**config.mk**
```make
export PLATFORM = sky130hd
export DESIGN_NAME = sobel_frame_ctrl_flat
export DESIGN_NICKNAME = d
export VERILOG_FILES = /design/src/rtl/sobel_pkg.sv /design/src/rtl/sobel_frame_ctrl_if.sv /design/src/rtl/sobel_marker_delay.sv /design/src/rtl/sobel_frame_ctrl.sv /design/src/flat_wrapper.sv
export SDC_FILE = /design/constraint.sdc
export NUM_CORES = 1
export LEC_CHECK = 0
export ABC_AREA = 0
export CAP_MARGIN = 40
export CORE_MARGIN = 3
export CORE_UTILIZATION = 62
export DETAILED_ROUTE_END_ITERATION = 12
export DONT_BUFFER_PORTS = 1
export GPL_TIMING_DRIVEN = 0
export PLACE_DENSITY_LB_ADDON = 0.05
export SETUP_SLACK_MARGIN = 0.02
export SLEW_MARGIN = 20
export SYNTH_ARGS = -nofsm -noshare
export SYNTH_HDL_FRONTEND = slang
export SYNTH_HIERARCHICAL = 1
export SYNTH_SLANG_ARGS = --single-unit
```
**constraint.sdc**
```tcl
create_clock -name clk -period 3.99 [get_ports clk]
set_clock_uncertainty 0.2 [all_clocks]
set_input_delay 0.798 -clock clk [delete_from_list [all_inputs] [get_ports clk]]
set_output_delay 0.798 -clock clk [all_outputs]
set_load 0.1 [all_outputs]
```
**src/rtl/sobel_pkg.sv**
```systemverilog
// Shared definitions for the Sobel edge path: frame-sequencer state encoding,
// data-path widths, default pipeline latency and the marker bundle that travels
// alongside the window strobe.
package sobel_pkg;

  localparam int unsigned PIXEL_WIDTH  = 8;
  localparam int unsigned SOBEL_WIDTH  = 11;
  localparam int unsigned PIPE_LAT_DEF = 2;

  typedef enum logic [1:0] {
    ST_IDLE    = 2'd0,
    ST_PREFILL = 2'd1,
    ST_ACTIVE  = 2'd2,
    ST_DONE    = 2'd3
  } state_t;

  // Field order {border, eof, eol, sof, valid}; valid is bit 0.
  typedef struct packed {
    logic border;
    logic eof;
    logic eol;
    logic sof;
    logic valid;
  } marker_t;

  localparam int unsigned MARKER_W = $bits(marker_t);

endpackage

```
**src/rtl/sobel_frame_ctrl_if.sv**
```systemverilog
// Pixel-stream and control bundle for sobel_frame_ctrl.
//   master: pixel source (enable, pix_valid, pix_sof out; status/markers in)
//   slave : frame controller (the reverse)
interface sobel_frame_ctrl_if #(
  parameter int unsigned COL_W = 10,
  parameter int unsigned ROW_W = 9
);

  logic             enable;
  logic             pix_valid;
  logic             pix_sof;
  logic             lb_wr_en;
  logic [COL_W-1:0] col_addr;
  logic [ROW_W-1:0] row_count;
  logic             prefill_active;
  logic             window_valid;
  logic             border_flag;
  logic             out_valid;
  logic             out_sof;
  logic             out_eol;
  logic             out_eof;
  logic             out_border;
  logic             frame_done;
  logic             sof_err;

  modport master (
    output enable, pix_valid, pix_sof,
    input  lb_wr_en, col_addr, row_count, prefill_active, window_valid,
           border_flag, out_valid, out_sof, out_eol, out_eof, out_border,
           frame_done, sof_err
  );

  modport slave (
    input  enable, pix_valid, pix_sof,
    output lb_wr_en, col_addr, row_count, prefill_active, window_valid,
           border_flag, out_valid, out_sof, out_eol, out_eof, out_border,
           frame_done, sof_err
  );

endinterface

```
**src/rtl/sobel_marker_delay.sv**
```systemverilog
// DEPTH-stage shift register carrying the marker bundle so it lines up with the
// magnitude output. Bubbles shift through as zeros.
//   clk, rst_n : clock, async active-low reset (clears every stage)
//   din        : bundle entering this cycle
//   dout       : bundle from DEPTH cycles ago
module sobel_marker_delay #(
  parameter int unsigned DEPTH = 2,
  parameter int unsigned WIDTH = 5
) (
  input  logic             clk,
  input  logic             rst_n,
  input  logic [WIDTH-1:0] din,
  output logic [WIDTH-1:0] dout
);

  logic [WIDTH-1:0] stage [DEPTH];

  always_ff @(posedge clk or negedge rst_n) begin
    if (!rst_n) begin
      for (int i = 0; i < int'(DEPTH); i++) stage[i] <= '0;
    end else begin
      stage[0] <= din;
      for (int i = 1; i < int'(DEPTH); i++) stage[i] <= stage[i-1];
    end
  end

  assign dout = stage[DEPTH-1];

endmodule

```
**src/rtl/sobel_frame_ctrl.sv**
```systemverilog
// Frame sequencer for the Sobel edge path. Counts accepted pixels into row/col
// positions, drives line-buffer write/prefill control, produces window_valid and
// border_flag, and delays frame/line markers by PIPE_LAT.
//   clk, rst_n : clock, async active-low reset
//   bus.slave  : enable/pix_valid/pix_sof in; lb_wr_en, col_addr, row_count,
//                prefill_active, window_valid, border_flag, out_valid/sof/eol/
//                eof/border, frame_done, sof_err out (all registered)
module sobel_frame_ctrl
  import sobel_pkg::*;
#(
  parameter int unsigned IMG_WIDTH  = 640,
  parameter int unsigned IMG_HEIGHT = 480,
  parameter int unsigned COL_W      = 10,
  parameter int unsigned ROW_W      = 9,
  parameter int unsigned PIPE_LAT   = PIPE_LAT_DEF
) (
  input  logic             clk,
  input  logic             rst_n,
  sobel_frame_ctrl_if.slave bus
);

  localparam logic [COL_W-1:0] LAST_COL   = COL_W'(IMG_WIDTH - 1);
  localparam logic [ROW_W-1:0] LAST_ROW   = ROW_W'(IMG_HEIGHT - 1);
  localparam logic [ROW_W-1:0] PRE_LAST   = ROW_W'(1);
  localparam logic [ROW_W-1:0] FIRST_WIN  = ROW_W'(2);
  localparam logic [COL_W-1:0] BORDER_COL = COL_W'(2);

  state_t           state;
  logic [COL_W-1:0] nxt_col;
  logic [ROW_W-1:0] nxt_row;
  logic             lb_wr_en;
  logic [COL_W-1:0] col_addr;
  logic [ROW_W-1:0] row_count;
  logic             prefill_active;
  logic             frame_done;
  logic             sof_err;
  marker_t          mark;
  marker_t          mark_dly;

  logic             in_frame_c;
  logic             start_c;
  logic             restart_c;
  logic             accept_c;
  logic [COL_W-1:0] acc_col_c;
  logic [ROW_W-1:0] acc_row_c;
  logic             last_col_c;
  logic             last_pix_c;
  logic             win_c;

  // Decode whether this cycle's pixel is taken and at which position.
  always_comb begin
    in_frame_c = (state == ST_PREFILL) || (state == ST_ACTIVE);
    start_c    = (state == ST_IDLE) && bus.enable && bus.pix_valid && bus.pix_sof;
    restart_c  = in_frame_c && bus.pix_valid && bus.pix_sof;
    accept_c   = start_c || (in_frame_c && bus.pix_valid);
    acc_col_c  = (start_c || restart_c) ? '0 : nxt_col;
    acc_row_c  = (start_c || restart_c) ? '0 : nxt_row;
    last_col_c = (acc_col_c == LAST_COL);
    last_pix_c = last_col_c && (acc_row_c == LAST_ROW);
    // A restart pixel lands on row 0, so it never completes a window.
    win_c      = accept_c && (state == ST_ACTIVE) && !restart_c;
  end

  // Sequencer state, counters and registered outputs.
  always_ff @(posedge clk or negedge rst_n) begin
    if (!rst_n) begin
      state          <= ST_IDLE;
      nxt_col        <= '0;
      nxt_row        <= '0;
      lb_wr_en       <= 1'b0;
      col_addr       <= '0;
      row_count      <= '0;
      prefill_active <= 1'b0;
      frame_done     <= 1'b0;
      sof_err        <= 1'b0;
      mark           <= '0;
    end else begin
      lb_wr_en       <= accept_c;
      sof_err        <= restart_c;
      frame_done     <= 1'b0;
      // Prefill stays high across input gaps while rows 0..1 are incomplete.
      prefill_active <= accept_c ? !win_c : (state == ST_PREFILL);

      mark.valid  <= win_c;
      mark.sof    <= win_c && (acc_row_c == FIRST_WIN) && (acc_col_c == '0);
      mark.eol    <= win_c && last_col_c;
      mark.eof    <= win_c && last_pix_c;
      mark.border <= win_c && (acc_col_c < BORDER_COL);

      if (accept_c) begin
        col_addr  <= acc_col_c;
        row_count <= acc_row_c;
        if (last_col_c) begin
          nxt_col <= '0;
          nxt_row <= last_pix_c ? '0 : acc_row_c + ROW_W'(1);
        end else begin
          nxt_col <= acc_col_c + COL_W'(1);
          nxt_row <= acc_row_c;
        end
      end

      case (state)
        ST_IDLE: begin
          if (start_c) state <= ST_PREFILL;
        end
        ST_PREFILL: begin
          if (restart_c)                                     state <= ST_PREFILL;
          else if (accept_c && last_col_c && acc_row_c == PRE_LAST) state <= ST_ACTIVE;
        end
        ST_ACTIVE: begin
          if (restart_c)                   state <= ST_PREFILL;
          else if (accept_c && last_pix_c) state <= ST_DONE;
        end
        ST_DONE: begin
          frame_done <= 1'b1;
          state      <= ST_IDLE;
        end
        default: state <= ST_IDLE;
      endcase
    end
  end

  sobel_marker_delay #(
    .DEPTH (PIPE_LAT),
    .WIDTH (MARKER_W)
  ) u_marker_delay (
    .clk   (clk),
    .rst_n (rst_n),
    .din   (mark),
    .dout  (mark_dly)
  );

  assign bus.lb_wr_en       = lb_wr_en;
  assign bus.col_addr       = col_addr;
  assign bus.row_count      = row_count;
  assign bus.prefill_active = prefill_active;
  assign bus.window_valid   = mark.valid;
  assign bus.border_flag    = mark.border;
  assign bus.out_valid      = mark_dly.valid;
  assign bus.out_sof        = mark_dly.sof;
  assign bus.out_eol        = mark_dly.eol;
  assign bus.out_eof        = mark_dly.eof;
  assign bus.out_border     = mark_dly.border;
  assign bus.frame_done     = frame_done;
  assign bus.sof_err        = sof_err;

endmodule

```
**src/flat_wrapper.sv**
```systemverilog
// flat-port wrapper written by rule: the top's interface ports become plain ports
module sobel_frame_ctrl_flat import sobel_pkg::*;
#(
  parameter int unsigned IMG_WIDTH  = 640,
  parameter int unsigned IMG_HEIGHT = 480,
  parameter int unsigned COL_W      = 10,
  parameter int unsigned ROW_W      = 9,
  parameter int unsigned PIPE_LAT   = PIPE_LAT_DEF
)
  (clk, rst_n, bus_enable, bus_pix_valid, bus_pix_sof, bus_lb_wr_en, bus_col_addr, bus_row_count, bus_prefill_active, bus_window_valid, bus_border_flag, bus_out_valid, bus_out_sof, bus_out_eol, bus_out_eof, bus_out_border, bus_frame_done, bus_sof_err);
  sobel_frame_ctrl_if #(.COL_W(COL_W), .ROW_W(ROW_W)) bus_i ();
  input  logic clk;
  input  logic rst_n;
  input wire logic [$bits(bus_i.enable)-1:0] bus_enable;
  input wire logic [$bits(bus_i.pix_valid)-1:0] bus_pix_valid;
  input wire logic [$bits(bus_i.pix_sof)-1:0] bus_pix_sof;
  output wire logic [$bits(bus_i.lb_wr_en)-1:0] bus_lb_wr_en;
  output wire logic [$bits(bus_i.col_addr)-1:0] bus_col_addr;
  output wire logic [$bits(bus_i.row_count)-1:0] bus_row_count;
  output wire logic [$bits(bus_i.prefill_active)-1:0] bus_prefill_active;
  output wire logic [$bits(bus_i.window_valid)-1:0] bus_window_valid;
  output wire logic [$bits(bus_i.border_flag)-1:0] bus_border_flag;
  output wire logic [$bits(bus_i.out_valid)-1:0] bus_out_valid;
  output wire logic [$bits(bus_i.out_sof)-1:0] bus_out_sof;
  output wire logic [$bits(bus_i.out_eol)-1:0] bus_out_eol;
  output wire logic [$bits(bus_i.out_eof)-1:0] bus_out_eof;
  output wire logic [$bits(bus_i.out_border)-1:0] bus_out_border;
  output wire logic [$bits(bus_i.frame_done)-1:0] bus_frame_done;
  output wire logic [$bits(bus_i.sof_err)-1:0] bus_sof_err;
  assign bus_i.enable = bus_enable;
  assign bus_i.pix_valid = bus_pix_valid;
  assign bus_i.pix_sof = bus_pix_sof;
  assign bus_lb_wr_en = bus_i.lb_wr_en;
  assign bus_col_addr = bus_i.col_addr;
  assign bus_row_count = bus_i.row_count;
  assign bus_prefill_active = bus_i.prefill_active;
  assign bus_window_valid = bus_i.window_valid;
  assign bus_border_flag = bus_i.border_flag;
  assign bus_out_valid = bus_i.out_valid;
  assign bus_out_sof = bus_i.out_sof;
  assign bus_out_eol = bus_i.out_eol;
  assign bus_out_eof = bus_i.out_eof;
  assign bus_out_border = bus_i.out_border;
  assign bus_frame_done = bus_i.frame_done;
  assign bus_sof_err = bus_i.sof_err;
  sobel_frame_ctrl #(.IMG_WIDTH(IMG_WIDTH), .IMG_HEIGHT(IMG_HEIGHT), .COL_W(COL_W), .ROW_W(ROW_W), .PIPE_LAT(PIPE_LAT)) u_core (.clk(clk), .rst_n(rst_n), .bus(bus_i));
endmodule
```
After elaboration in Yosys (flattened, before gate mapping)
Index checks and enable logic that the tools add are counted.

Reductions and logical operators: 24. Equal/unequal tests: 10. Muxes and demuxes: 13. Magnitude comparators: 1. Add/sub/neg operators: 2.

Operators with widths (count): $mux W9 (3); $mux W10 (2); $logic_and A1 B1 Y1 (16); $add A10 B1 Y10 const B (1); $eq A10 B10 Y1 const B (1); $logic_not A10 Y1 (1); $lt A10 B2 Y1 const B (1); $mux W2 (5); $add A9 B1 Y9 const B (1); $eq A9 B1 Y1 const B (1); $eq A9 B2 Y1 const B (1); $eq A9 B9 Y1 const B (1); $pmux W2 S4 (1); $ne A3 B2 Y1 const B (2); $eq A2 B2 Y1 const B (2); $logic_or A1 B1 Y1 (3); $reduce_and A3 Y1 (1); $eq A2 B1 Y1 const B (1); $logic_not A1 Y1 (2); $logic_not A2 Y1 (1); $mux W1 (2); $ne A2 B1 Y1 const B (1).

Output and inout port bits: 30. Logic and storage cells: 66. Register bits: 59. Input port bits: 5.

Logic depth before layout (Yosys ltp)
Gate-level depths: netlist of run 1.

Depth after elaboration: 12. Mapped depth: 13. Depth with buffers taken out: 12.

Modules after synthesis
Netlist of run 1, hierarchy kept.

By module, submodules not included: sobel_frame_ctrl (instances 1, area an instance 2531.2 um^2, seq. area each 1226.2 um^2, cells an instance 252); sobel_marker_delay (instances 1, area an instance 287.8 um^2, seq. area each 250.2 um^2, cells an instance 15).

Worst setup path after synthesis of run 1
Ideal clock, no wire load.

Path type: register to register. Start: register u_core.state[0]. End: register u_core.state[1]. Arrival time: 3.054 ns. Slack: 0.609 ns. Required time: 3.662 ns. Library setup time: 0.128 ns. Period minus slack after synthesis: 3.381 ns. Stages on the path, launching flop included: 13. Path buffers: 1. Cell sequence: dfrtp_1 inv_1 ha_1 a21o_1 nand2_1 clkbuf_1 and2_1 ha_1 nand3_4 a211oi_4 nand3_4 a311oi_2 mux2_1.

Longest elaborated chain between the ends: 11.

RTL lines: from (decl) (line sobel_frame_ctrl.sv:28) `state_t state;`; from (signal assigned) (line sobel_frame_ctrl.sv:67) `state <= ST_IDLE;`; from (signal assigned) (line sobel_frame_ctrl.sv:104) `if (start_c) state <= ST_PREFILL;`; from (signal assigned) (line sobel_frame_ctrl.sv:107) `if (restart_c) state <= ST_PREFILL;`; $eq A2 B1 Y1, or another cell as far along (line sobel_frame_ctrl.sv:52) `in_frame_c = (state == ST_PREFILL) || (state == ST_ACTIVE);`; $logic_or A1 B1 Y1 / $logic_and A1 B1 Y1 (equally long branches) (line sobel_frame_ctrl.sv:52, sobel_frame_ctrl.sv:53); $logic_and A1 B1 Y1 (on tied branches) (2 in series) (line sobel_frame_ctrl.sv:54, sobel_frame_ctrl.sv:53); $logic_or A1 B1 Y1 (*) (line sobel_frame_ctrl.sv:56) `acc_col_c = (start_c || restart_c) ? '0 : nxt_col;`; $mux W10 (*) (line sobel_frame_ctrl.sv:56); named net u_core.acc_col_c[0] (line sobel_frame_ctrl.sv:44) `logic [COL_W-1:0] acc_col_c;`; $eq A10 B10 Y1 (*) (line sobel_frame_ctrl.sv:58) `last_col_c = (acc_col_c == LAST_COL);`; $logic_and A1 B1 Y1 (on tied branches) (line sobel_frame_ctrl.sv:108, sobel_frame_ctrl.sv:59); $logic_and A1 B1 Y1 (on tied branches) (line sobel_frame_ctrl.sv:108, sobel_frame_ctrl.sv:112); $ne A3 B2 Y1 (no line); $reduce_and A3 Y1 (no line) (*).

Mark *: on every way through the listed nets, which the timed path passes. The rest lies on a longest branch. A chain may end at the register's enable or synchronous reset.

Worst setup path in the final report of run 1
Start: register u_core.state[1]. End: register u_core.state[1].

Same word-level chain as after synthesis.

==> flow_metrics.tcl, run 1 <==
set metrics [dict create \
    outcome "completed" \
    r2r-start "u_core/state[1]" \
    vias 2317 \
    firstDrtPassIters 6 \
    h-tree-depth 3 \
    synth_cell_types 51 \
    clkLatencyLatePin_ns 0.33 \
    grt_pass1_wl_um 10900 \
    syn_inst 267 \
    port_buffers 0 \
    cellPowerDensity_nw_per_um2 617 \
    max_clock_freq_ghz 0.268 \
    grt-ovfl-total 0 \
    numCtsBuffers 9 \
    setup_tns_ns 0 \
    syn_nets 282 \
    grt_util_all_layers_pct 26.9 \
    clk_path_buf_depth 2 \
    io_pins 35 \
    ant_nets 0 \
    yosys_warnings 6 \
    cp.arrival_ns 3.76 \
    first_global_vias 2248 \
    required_ns 4.01 \
    slew_viol_final 0 \
    finalCritPeriodShare_pct 93.7 \
    fin_cells 364 \
    synth_seq_cells 59 \
    crit_slowest_cell "dfrtp_1" \
    fin_nets 324 \
    globalplace.congestion 0.881 \
    leakage_uw 0.00165 \
    antenna_found_initial 0 \
    tritoncts "built" \
    root_buffer "clkbuf_8" \
    hold_path_class "in -> async" \
    finalHoldViolCount 0 \
    wl_per_cell_um 19.7 \
    rsz0062_at_grt "no" \
    cts_sinks 59 \
    finalHoldWorstSlack_ns 0.126 \
    final_cell_mix "dfrtp_1, nand2_1, clkbuf_1" \
    viasPerCell 6.37 \
    grt_max_degree 60 \
    ys_async_sr_fraction_pct 100 \
    fin_crit_ns 3.74 \
    core-area_sq_um 4200 \
    start_kind "flop" \
    synth_area_sq_um 2820 \
    rows 23 \
    finalSetupViolCount 0 \
    route.detailed.drc 0 \
    drtIter0Drc 268 \
    max_stage_delay_ns 0.41 \
    detailed_place_hpwl_um 4360 \
    peakVddDrop_v 0.000547 \
    synth_edf_count 0 \
    die_x_um 73.4 \
    wirelength_um 7190 \
    worst_pin_slew_ns 0.909 \
    n_fill_cell 226 \
    clk_pin_slew_ns 0.07 \
    maxSlewHeadroom_pct 39.4 \
    critical_path_peak_fanout 11 \
    die_y_um 73.4 \
    yosysSeqAreaShare_pct 52.4 \
    path_class "reg -> reg" \
    drive_gt1_share_pct 14.6 \
    final_common_cell "dfrtp_1" \
    syn_area_per_cell_sq_um 10.6 \
    maxCapViolations 0 \
    critical_path.cell_chain "inv_1, ha_1, a21o_1, nand2_2, nand2_1, inv_1, ha_1, nand3_4, a211oi_4, nand3_4, a311oi_2, mux2_1" \
    crit_start "u_core/state[1]" \
    insertedDiodeCount 0 \
    placed_cells 331 \
    start_util_pct 67.1 \
    area_delta_synth_final_pct 25.3 \
    end_kind "flop" \
    dominantRegCellSynth "dfrtp_1" \
    dieArea_sq_um 5390 \
]
synth_stat cells, types with 3 or more instances:
cell,count,area share (%)
nand3_1,12,2.1
o21ai_0,20,3.6
nor4_1,3,0.67
nor2_1,11,1.5
ha_1,10,4.4
buf_4,5,1.3
a22o_1,14,4.3
nand4_1,4,0.89
and2_1,4,0.89
inv_1,11,1.5
nor3_1,5,0.89
a21oi_1,6,1.1
and3_1,5,1.1
mux2i_1,3,1.1
clkbuf_1,8,1.1
nand2_1,39,5.2
a31oi_1,5,1.1
o31ai_1,3,0.80
dfrtp_1,59,52
state kept, by name, summed over array words and instances (netlist names):
signal and count:
u_core/nxt_row 9, u_core/u_marker_delay/stage 5, u_core/bus.prefill_active 1, u_core/bus.row_count 9
u_core/bus.border_flag 1, u_core/nxt_col 10, u_core/bus.lb_wr_en 1, u_core/bus.window_valid 1
u_core/bus.sof_err 1, u_core/bus.frame_done 1, u_core/bus.col_addr 10, u_core/mark 3
u_core/state 2, u_core/u_marker_delay/dout 5
kinds of logic (layout without fill, tap and decap cells):
kind of cell,Yosys count,after routing,synth area share (%)
AOI/OAI and AO/OA,67,67,18.1
xor gates and xnor gates,1,1,0.311
adders and majority gates,10,10,4.44
buffers and inverters,29,76,5.15
DFF,59,59,52.4
muxes,4,4,1.46
and+or+nand+nor,97,97,18.2
area by class of cell:
| type | instances | area (sq um) | area share [%] |
|---|---|---|---|
| well taps | 50 | 62.6 | 1.77 |
| flip-flops and latches | 59 | 1480 | 41.8 |
| clock inverters | 5 | 100 | 2.83 |
| repair buffers | 32 | 403 | 11.4 |
| multi-input cells | 179 | 1210 | 34.2 |
| clock buffers | 11 | 141 | 4.00 |
| inverters | 11 | 41.3 | 1.17 |
| plain buffers | 17 | 100 | 2.83 |
routing by layer:
metal | global-route usage [%] | part of all wire (%) | routed length (um) | vias up
met5 | 0 | 0 | 0 | -
met3 | 8.21 | 9.2 | 663 | 25
met4 | 12.1 | 2.3 | 162 | 0
met1 | 36.5 | 40 | 2890 | 1103
li1 | - | - | - | 1042
met2 | 39.8 | 48 | 3470 | 147
repair_timing:
action,in CTS,in global routing
hold buffers,1,0
setup endpoints to repair,1,6
gates resized for setup,0,2
setup buffers,0,0
hold endpoints to repair,59,0
pin swaps,0,1
where the power goes:
part / internal (uW) / switching, uW
clock network: 430 / 234
logic: 203 / 445
registers: 652 / 213
total: 1290 / 892
critical path: cells and delay by family (launching register included):
kind	cells	cell delay, ns
compound gates	3	1.03
simple gates	4	0.78
fa+ha+maj	2	0.65
flops	1	0.41
mux	1	0.35
buf+inv	2	0.21
per-stage QoR:
step                setup WS, ns  power, uW  cell area [sq um]  util (%)
floorplan                  0.609       1300               2820         -
global placement          0.0572       1410               2880      68.6
detailed placement        0.0285       1450               3100      73.8
CTS                        0.150       2120               3370      80.1
global route              0.0546       2260               3530      84.0
finish                     0.252       2180               3530      84.0
worst paths after layout:
kind	end	slack, ns	cells past startpoint
min in group clk	u_core/u_marker_delay/stage[6]	0.15	0
max in group asynchronous	u_core/bus.row_count[1]	3.22	1
setup reg to reg	u_core/state[1]	0.25	12
hold / removal	u_core/u_marker_delay/stage[6]	0.13	1
setup / recovery	u_core/state[1]	0.25	12
hold reg to reg	u_core/u_marker_delay/stage[6]	0.15	0
(Power assumes the default switching activity.)
==> inputs of run 2 (changes only) <==
--- a/config.mk
+++ b/config.mk
@@ -5,7 +5,7 @@
 export SDC_FILE = /design/constraint.sdc
 export NUM_CORES = 1
 export LEC_CHECK = 0
-export ABC_AREA = 0
+export ABC_AREA = 1
 export CAP_MARGIN = 40
 export CORE_MARGIN = 3
 export CORE_UTILIZATION = 62
==> run 2 against run 1 <==
Against the previous run: cell count increased by 24%; wire length decreased by 0.65%; critical endpoint is now u_core/state[0]; critical path depth increased by 4; combinational power increased by 91%; synthesized cell count increased by 30%; global-route usage decreased by 0.26 points; largest cell class unchanged; hold slack got worse by 0.0050 ns; clock power decreased by 21%; sequential share of layout area decreased by 1.7 points.
==> flow_metrics.tcl, run 2 <==
set metrics [dict create \
    start_kind "flop" \
    cellPowerDensity_nw_per_um2 759 \
    worst_pin_slew_ns 0.892 \
    insertedDiodeCount 0 \
    synth_area_sq_um 2900 \
    required_ns 4.02 \
    synth_most_common_cell "nand2_1" \
    numCtsBuffers 9 \
    maxCapViolations 0 \
    critical_path_peak_fanout 10 \
    drtIter0Drc 239 \
    setup_tns_ns 0 \
    synthTopCellsByCount "nand2_1, dfrtp_1, inv_1" \
    ys_async_sr_fraction_pct 100 \
    fin_crit_ns 3.25 \
    yosysSeqAreaShare_pct 50.9 \
    internal_power_uw 1430 \
    comb_power_share_pct 44.3 \
    postCtsSetupBuffers 0 \
    root_buffer "clkbuf_8" \
    postCtsHoldBufs 1 \
    path_class "reg -> reg" \
    clk_path_buf_depth 2 \
    tritoncts "built" \
    ant_nets 0 \
    final_cell_mix "nand2_1, dfrtp_1, inv_1" \
    clk_pin_slew_ns 0.07 \
    seqPwrFrac_pct 36.8 \
    grt_max_degree 60 \
    syn_nets 363 \
    viasPerCell 5.58 \
    final_common_cell "nand2_1" \
    grt_pass1_wl_um 10900 \
    first_global_vias 2284 \
    grt_util_all_layers_pct 26.6 \
    syn_inst 348 \
    fin_nets 412 \
    wirelength_um 7140 \
    core-area_sq_um 4440 \
    power.switching_uw 1360 \
    critical_path.cell_chain "inv_1, ha_1, nand3_2, nand2_2, buf_4, nor2_1, ha_1, nand2_1, inv_1, nand4_1, nor2_1, nand4_1, nand2_1, nand2_1, nand2_1, nand2_1" \
    vias 2523 \
    synth_cell_types 30 \
    peakVddDrop_v 0.000686 \
    die_y_um 74.4 \
    yosys_warnings 6 \
    finalCritPeriodShare_pct 81.4 \
    h-tree-depth 3 \
    firstDrtPassIters 5 \
    rows 24 \
    globalplace.congestion 0.934 \
    cp_top_family "simple AND/OR/NAND/NOR gates" \
    route.detailed.drc 0 \
    cts_sinks 59 \
    die_x_um 74.4 \
    finalHoldViolCount 0 \
    finalHoldWorstSlack_ns 0.121 \
    port_buffers 0 \
    antenna_found_initial 0 \
    synth_edf_count 0 \
    grt-ovfl-total 0 \
    crit_slowest_cell "dfrtp_1" \
    synth_seq_cells 59 \
    clkPwrFrac_pct 18.9 \
    finalSetupViolCount 0 \
    sw_frac_of_total_pct 48.7 \
    crit_buf_inv 3 \
    io_pins 35 \
    end_kind "flop" \
    clkLatencyLatePin_ns 0.34 \
    syn_area_per_cell_sq_um 8.33 \
    dieArea_sq_um 5530 \
    rsz0062_at_grt "no" \
    hold_path_class "in -> async" \
    area_delta_synth_final_pct 26.9 \
    drive_gt1_share_pct 14.5 \
    slew_viol_final 0 \
    synthTopCellsByArea "dfrtp_1, nand2_1, inv_1" \
    max_stage_delay_ns 0.44 \
    detailed_place_hpwl_um 4570 \
    cts_resized 0 \
    dominantRegCellSynth "dfrtp_1" \
    leakage_uw 0.00181 \
    cp.arrival_ns 3.28 \
    wl_per_cell_um 15.8 \
    max_clock_freq_ghz 0.308 \
    yosys.area.top_type "dfrtp_1" \
    top_regs "u_core/bus.col_addr (10), u_core/nxt_col (10)" \
    synth_top_area_share_pct 50.9 \
    maxSlewHeadroom_pct 40.6 \
    outcome "completed" \
    crit_top_cell "nand2_1" \
    start_util_pct 65.2 \
]
==> run 2: cell count changes after synthesis, moves of 5 or more <==
cell     change
nand2_1     +45
inv_1       +36
nor2_1      +27
a22o_1      -14
o21ai_0     +10
nand3_1      +8
nor2_2       +6
and3_1       -5
==> run 2: stage by stage <==
step	instance area, sq um	util (%)	setup slack [ns]	cells	total power [uW]
after floorplan	2900	-	1.25	348	1780
after global placement	2960	66.7	0.925	400	1940
final	3680	82.8	0.744	452	2790
after global routing	3680	82.8	0.450	452	2930
after detailed placement	3150	70.9	0.871	412	2000
after CTS	3360	75.6	0.873	427	2540
==> run 2: per-layer routing <==
| layer | up-vias | track usage [%] | wire (um) |
|---|---|---|---|
| met4 | 0 | 14.0 | 114 |
| li1 | 1193 | - | - |
| met3 | 14 | 5.00 | 471 |
| met5 | - | 0 | 0 |
| met1 | 1204 | 35.2 | 3040 |
| met2 | 112 | 41.7 | 3520 |
==> run 2: final cells by class <==
cell class                      instances  area, sq um
Multi-Input combinational cell        228         1160
Buffer                                 14         86.3
Fill cell                             280          764
Timing Repair Buffer                   38          534
Inverter                               47          176
Clock buffer                           11          141
Tap cell                               52         65.1
Clock inverter                          3         40.0
Sequential cell                        59         1480
==> run 2: cell families (layout without fill, tap and decap cells) <==
group / Yosys count / after routing / share of synthesized area [%]
xor gates and xnor gates: 5 / 5 / 1.51
DFF: 59 / 59 / 50.9
adders and majority gates: 10 / 10 / 4.32
buffers and inverters: 61 / 113 / 9.06
and+or+nand+nor: 171 / 171 / 26.4
AOI/OAI and AO/OA: 42 / 42 / 7.77
==> run 2: worst paths after layout <==
kind,slack [ns],to,cells past startpoint,start
setup / recovery,0.74,u_core/state[0],16,u_core/state[0]
hold / removal,0.12,u_core/bus.row_count[1],1,rst_n
setup reg to reg,0.74,u_core/state[0],16,u_core/state[0]
hold reg to reg,0.15,u_core/u_marker_delay/stage[8],0,u_core/mark[3]
max in group asynchronous,3.23,u_core/u_marker_delay/stage[9],1,rst_n
min in group clk,0.15,u_core/u_marker_delay/stage[8],0,u_core/mark[3]
==> run 2: power by group through the flow <==
| stage | clock network, uW | registers (uW) | logic [uW] |
|---|---|---|---|
| floorplan | 0 | 1280 | 506 |
| global placement | 0 | 1300 | 645 |
| detailed placement | 0 | 1270 | 735 |
| CTS | 528 | 1260 | 752 |
| global route | 560 | 1040 | 1330 |
| finish | 527 | 1030 | 1240 |
